### src/rtl/is_uart_rx_ctrl.sv
// is_uart_rx_ctrl: receive-side controller that sits behind a UART RX FSM.
// It gates incoming frames with an OFF/RUN/FLUSH controller, classifies
// parity/stop errors, buffers good frames in a first-word-fall-through FIFO,
// keeps a sticky overrun flag and a saturating error counter, and raises a
// one-clock pulse when the line has stayed idle too long after a frame.
`timescale 1ns/1ps

module is_uart_rx_ctrl #(
    parameter int DEPTH         = 4,
    parameter int TIMEOUT_TICKS = 40
) (
    input  logic                     clk_i,
    input  logic                     rstn_i,
    input  logic                     rx_ce_i,
    input  logic                     rx_data_en_i,
    input  logic [9:0]               rx_data_t_i,
    input  logic                     rxct_r_i,
    input  logic                     enable_i,
    input  logic                     drop_err_i,
    input  logic                     clr_i,
    input  logic                     m_ready_i,
    output logic                     m_valid_o,
    output logic [7:0]               m_data_o,
    output logic [1:0]               m_err_o,
    output logic [$clog2(DEPTH):0]   fifo_cnt_o,
    output logic                     overrun_o,
    output logic [7:0]               err_cnt_o,
    output logic                     timeout_o
);

    localparam int AW = $clog2(DEPTH);
    localparam int CW = AW + 1;
    localparam logic [CW-1:0] CNT_FULL = CW'(DEPTH);
    localparam logic [9:0]    TO_MAX   = 10'(TIMEOUT_TICKS);
    localparam logic [9:0]    TO_LAST  = 10'(TIMEOUT_TICKS - 1);

    typedef enum logic [1:0] {
        ST_OFF,
        ST_RUN,
        ST_FLUSH
    } state_t;

    state_t state;
    state_t state_nxt;

    logic [9:0]    mem [DEPTH];
    logic [AW-1:0] wr_ptr;
    logic [AW-1:0] rd_ptr;
    logic [CW-1:0] count;

    logic          accept;
    logic          flushing;
    logic          head_show;
    logic          perr;
    logic          ferr;
    logic          frame_err;
    logic          want_store;
    logic          full;
    logic          pop;
    logic          push;
    logic          ovf_set;
    logic          err_set;

    logic [9:0]    to_cnt;
    logic          to_armed;

    // Controller state register; reset always returns to OFF.
    always_ff @(posedge clk_i) begin
        if (!rstn_i) begin
            state <= ST_OFF;
        end else begin
            state <= state_nxt;
        end
    end

    // Next-state logic: arm only while the line is idle, flush for one clock on disable.
    always_comb begin
        state_nxt = state;
        case (state)
            ST_OFF:   if (enable_i && rxct_r_i) state_nxt = ST_RUN;
            ST_RUN:   if (!enable_i) state_nxt = ST_FLUSH;
            ST_FLUSH: state_nxt = ST_OFF;
            default:  state_nxt = ST_OFF;
        endcase
    end

    // State-dependent controls: frames accepted only in RUN, head hidden during FLUSH.
    always_comb begin
        accept    = 1'b0;
        flushing  = 1'b0;
        head_show = 1'b0;
        case (state)
            ST_RUN: begin
                accept    = rx_data_en_i;
                head_show = 1'b1;
            end
            ST_OFF: begin
                head_show = 1'b1;
            end
            ST_FLUSH: begin
                flushing = 1'b1;
            end
            default: begin
                flushing = 1'b0;
            end
        endcase
    end

    // Frame classification and push/pop/overrun decisions for the current clock.
    always_comb begin
        perr       = ~rx_data_t_i[8];
        ferr       = rx_data_t_i[9];
        frame_err  = perr | ferr;
        full       = (count == CNT_FULL);
        m_valid_o  = head_show && (count != '0);
        pop        = m_valid_o && m_ready_i;
        want_store = accept && !(frame_err && drop_err_i);
        push       = want_store && (!full || pop);
        ovf_set    = want_store && full && !pop;
        err_set    = accept && frame_err;
        m_data_o   = m_valid_o ? mem[rd_ptr][7:0] : 8'h00;
        m_err_o    = m_valid_o ? mem[rd_ptr][9:8] : 2'b00;
        fifo_cnt_o = count;
    end

    // FIFO storage; the head is read combinationally from here.
    always_ff @(posedge clk_i) begin
        if (rstn_i && push) begin
            mem[wr_ptr] <= {ferr, perr, rx_data_t_i[7:0]};
        end
    end

    // FIFO pointers and occupancy; FLUSH and reset both empty the FIFO.
    always_ff @(posedge clk_i) begin
        if (!rstn_i || flushing) begin
            wr_ptr <= '0;
            rd_ptr <= '0;
            count  <= '0;
        end else begin
            if (push) wr_ptr <= wr_ptr + AW'(1);
            if (pop)  rd_ptr <= rd_ptr + AW'(1);
            case ({push, pop})
                2'b10:   count <= count + CW'(1);
                2'b01:   count <= count - CW'(1);
                default: count <= count;
            endcase
        end
    end

    // Sticky overrun flag; a new overrun in the clearing clock wins.
    always_ff @(posedge clk_i) begin
        if (!rstn_i) begin
            overrun_o <= 1'b0;
        end else if (ovf_set) begin
            overrun_o <= 1'b1;
        end else if (clr_i) begin
            overrun_o <= 1'b0;
        end
    end

    // Saturating errored-frame counter; an error in the clearing clock leaves it at 1.
    always_ff @(posedge clk_i) begin
        if (!rstn_i) begin
            err_cnt_o <= 8'd0;
        end else if (err_set) begin
            if (clr_i) begin
                err_cnt_o <= 8'd1;
            end else if (err_cnt_o != 8'hFF) begin
                err_cnt_o <= err_cnt_o + 8'd1;
            end
        end else if (clr_i) begin
            err_cnt_o <= 8'd0;
        end
    end

    // Idle timeout: counts strobes after a frame, fires once, re-arms on the next frame.
    always_ff @(posedge clk_i) begin
        if (!rstn_i) begin
            to_cnt    <= 10'd0;
            to_armed  <= 1'b0;
            timeout_o <= 1'b0;
        end else begin
            timeout_o <= 1'b0;
            if (accept) begin
                to_cnt   <= 10'd0;
                to_armed <= 1'b1;
            end else if (!rxct_r_i) begin
                to_cnt <= 10'd0;
            end else if ((state == ST_RUN) && rx_ce_i && (to_cnt != TO_MAX)) begin
                to_cnt <= to_cnt + 10'd1;
                if ((to_cnt == TO_LAST) && to_armed) begin
                    timeout_o <= 1'b1;
                    to_armed  <= 1'b0;
                end
            end
        end
    end

endmodule
### config.mk
export PLATFORM = sky130hd
export DESIGN_NAME = is_uart_rx_ctrl
export DESIGN_NICKNAME = d
export VERILOG_FILES = /design/src/rtl/is_uart_rx_ctrl.sv
export SDC_FILE = /design/constraint.sdc
export NUM_CORES = 1
export LEC_CHECK = 0
export CAP_MARGIN = 5
export CORE_ASPECT_RATIO = 1.4
export CORE_UTILIZATION = 43
export CTS_CLUSTER_DIAMETER = 200
export DETAILED_ROUTE_END_ITERATION = 16
export GPL_TIMING_DRIVEN = 1
export PLACE_DENSITY = 0.69
export SETUP_SLACK_MARGIN = 0.1
export SYNTH_ARGS = -nofsm -noshare
export SYNTH_HDL_FRONTEND = slang
export SYNTH_SLANG_ARGS = --single-unit
### constraint.sdc
create_clock -name clk_i -period 2.5 [get_ports clk_i]
set_input_delay 0.625 -clock clk_i [delete_from_list [all_inputs] [get_ports clk_i]]
set_output_delay 0.625 -clock clk_i [all_outputs]
set_load 0.01 [all_outputs]
==> impl_results.md <==
* Clk Latency, worst-skew pair at 0.35 ns
* Post-DR vias/cell at 5.18
* Slew Viols, Final at 0
* Reg2reg setup slack at 0.30 ns
* Data arrival, critical path at 1.72 ns
* Worst R2R End: fifo_cnt_o[2]
* Die area at 0.00775 mm²
* Net count after synthesis at 278
* Vias in the first global route at 2099
* Final wirelength at 5.99 mm
* Placement Cell Area at 0.00387 mm²
* Sequential area share after synthesis at 0.579
* Nets at 345
* Minimum clock period at 2.34 ns
* Hold-fix buffers, CTS at 0
* Starting Density at 0.450
* Initial antenna violation count at 0
* Layout overhead on the synthesized area at 28.9%
* Clock Sinks at 72
* Min Hold Slack at 0.498 ns
* Chip Height at 104 µm
* Most common cell after layout, fill and taps aside: edfxtp_1
* CP Class: reg -> out
* Pre-CTS setup slack at -0.216 ns
* Avg Inst Size Synth at 12.7 µm²
* Synth Instances at 250
* Drt pass-1 iters at 4
* HP Start: overrun_o
* Critical R2R Launch: state[1]
* Largest net degree at the start of global routing at 17
* Residual DRC count at 0
* CP endpoint kind: output pin
* Dpl hpwl at 4.22 mm
* CTS tree: yes
* Tot Pwr at 2.31 mW
* Non-Filler Cell Area, Final at 0.00410 mm²
* RSZ-0062 raised after global routing: yes
* Global-route wire length before repair at 9.69 mm
* Final WS setup at 0.159 ns
* Die width at 74.7 µm
* Vias after detailed routing at 2154
* Share of flip-flops with an asynchronous set or reset at 0
* Most frequent cells in the layout: edfxtp_1 (40), clkdlybuf4s50_1 (32), dfxtp_1 (28)
* Clock Tree Root: clkbuf_8
* H-tree depth at 3
* Run status: completed
* DRT iter0 DRCs at 95
* Final Hold Fails at 0
* Clk_skew at 0.0108 ns
* Inserted Clock Buffers at 9
* # IOs at 43
* Post-route ant nets at 0
* Core Util, Final at 0.580
* Cell depth of the worst flop-to-flop path at 9
* Synth Flop Type: edfxtp_1
* Core ar. at 0.00707 mm²
* Routed WL per cell at 14.4 µm
* GR Overflow Total at 0
* GRT Total Usage at 0.171
* Worst slew pin tran at 0.653 ns
* Flops & latches, synth at 72
* Worst ir drop on vdd at 0.305 mV
* Yosys cell types at 50
* PD cells at 562 mW/mm²
* Hold WC Path Type: reg -> reg
* Slew headroom at 0.562
* PortBufs at 42
* Fmax at 427 MHz
* EDFF count, synth at 40
* Synth Cell Area at 0.00318 mm²
* Maximum root-to-sink buffer count at 2
* Proportion of layout cells with a drive suffix above 1 at 0.206
* Clock transition at path regs at 0.07 ns
* Leakage at 1.39 nW
* Max-cap violations at 0
* Worst setup path end: m_data_o[4]
* WHS Path Cells at 2
* # setup viols final at 0
* Rows at 36
* Final GP Congestion at 0.843
* Crit path launch type: register
* Critical Path RT at 1.88 ns
* Ys Warns at 0
* CP Max Fanout at 5
* Tcrit/Tclk final at 0.936
* Antenna Diode Count at 0
[sequential cells by signal, summed over array words and instances (netlist names), named ones only]
register and flops:
wr_ptr 2, state 2, fifo_cnt_o 3, to_armed 1
overrun_o 1, timeout_o 1, rd_ptr 2, to_cnt 10
mem 40, err_cnt_o 8
[metal layers]
metal,track usage,part of all wire
met5,0,0
met4,0.0970,0.027
met3,0.0379,0.034
met2,0.286,0.53
met1,0.193,0.41
[through the flow]
| stage | setup TNS, ns | instances |
|---|---|---|
| floorplan | 0 | 250 |
| global placement | -0.263 | 397 |
| detailed placement | -0.284 | 397 |
| CTS | 0 | 413 |
| global route | 0 | 416 |
| finish | 0 | 416 |
[synth_stat cells (2+ instances only)]
cell type / count / area [µm²]
a21oi_1: 10 / 50.1
a31o_2: 2 / 17.5
and3_1: 7 / 43.8
and3b_1: 2 / 17.5
and4b_1: 2 / 20.0
clkbuf_1: 4 / 15.0
dfxtp_1: 32 / 641
edfxtp_1: 40 / 1200
ha_1: 8 / 100
inv_1: 12 / 45.0
mux2i_1: 2 / 20.0
mux4_2: 10 / 225
nand2_1: 10 / 37.5
nand2b_1: 4 / 25.0
nand3_1: 10 / 50.1
nand4_1: 4 / 25.0
nand4b_1: 2 / 17.5
nor2_1: 24 / 90.1
nor2b_1: 14 / 87.6
nor3_1: 4 / 20.0
nor3b_1: 2 / 15.0
o21ai_0: 4 / 20.0
or3_1: 4 / 25.0
xnor2_1: 6 / 52.6
xor2_1: 6 / 52.6
[timing repair]
| action | 4_1_cts | 5_1_grt |
|---|---|---|
| resized for setup | 17 | 19 |
| setup buffers | 0 | 2 |
| endpoints found under the setup margin | 11 | 11 |
| pin swaps | 0 | 2 |
| gates cloned | 1 | 1 |
[logic make-up after synthesis]
| group | Yosys count | share of synthesized area |
|---|---|---|
| multiplexers | 12 | 0.0771 |
| buffers and inverters | 18 | 0.0220 |
| XOR/XNOR | 12 | 0.0330 |
| AO/OA/AOI/OAI | 27 | 0.0712 |
| AND/OR/NAND/NOR | 100 | 0.180 |
| flip-flops | 72 | 0.579 |
| adder cells (fa/ha/maj) | 9 | 0.0378 |
[where the power goes]
| group | switching (mW) | internal, mW |
|---|---|---|
| logic | 0.0822 | 0.104 |
| registers | 0.0112 | 1.26 |
| clock network | 0.406 | 0.447 |
| total | 0.499 | 1.81 |
[critical path, cell delays in order, from the launching register on]
cell and delay (ns):
dfxtp_4 0.39, buf_12 0.13, mux4_2 0.48, nor2b_1 0.14, clkdlybuf4s15_1 0.23
[cell type report]
cell class / count / area (µm²)
fill: 630 / 2970
sequential: 72 / 1850
multi-input combinational: 161 / 1300
timing repair buffer: 61 / 614
clock buffer: 10 / 128
tap: 95 / 119
clock inverter: 5 / 50.0
inverter: 12 / 45.0
[how the worst min path moves through the flow]
| stage | endpoint | slack [ns] |
|---|---|---|
| after floorplan | to_cnt[9] | 0.47 |
| after global placement | overrun_o | 0.47 |
| after detailed placement | to_cnt[9] | 0.50 |
| after CTS | overrun_o | 0.51 |
| after global routing | overrun_o | 0.53 |
| final | overrun_o | 0.50 |
Note: power is estimated with default switching activity, not from simulation.
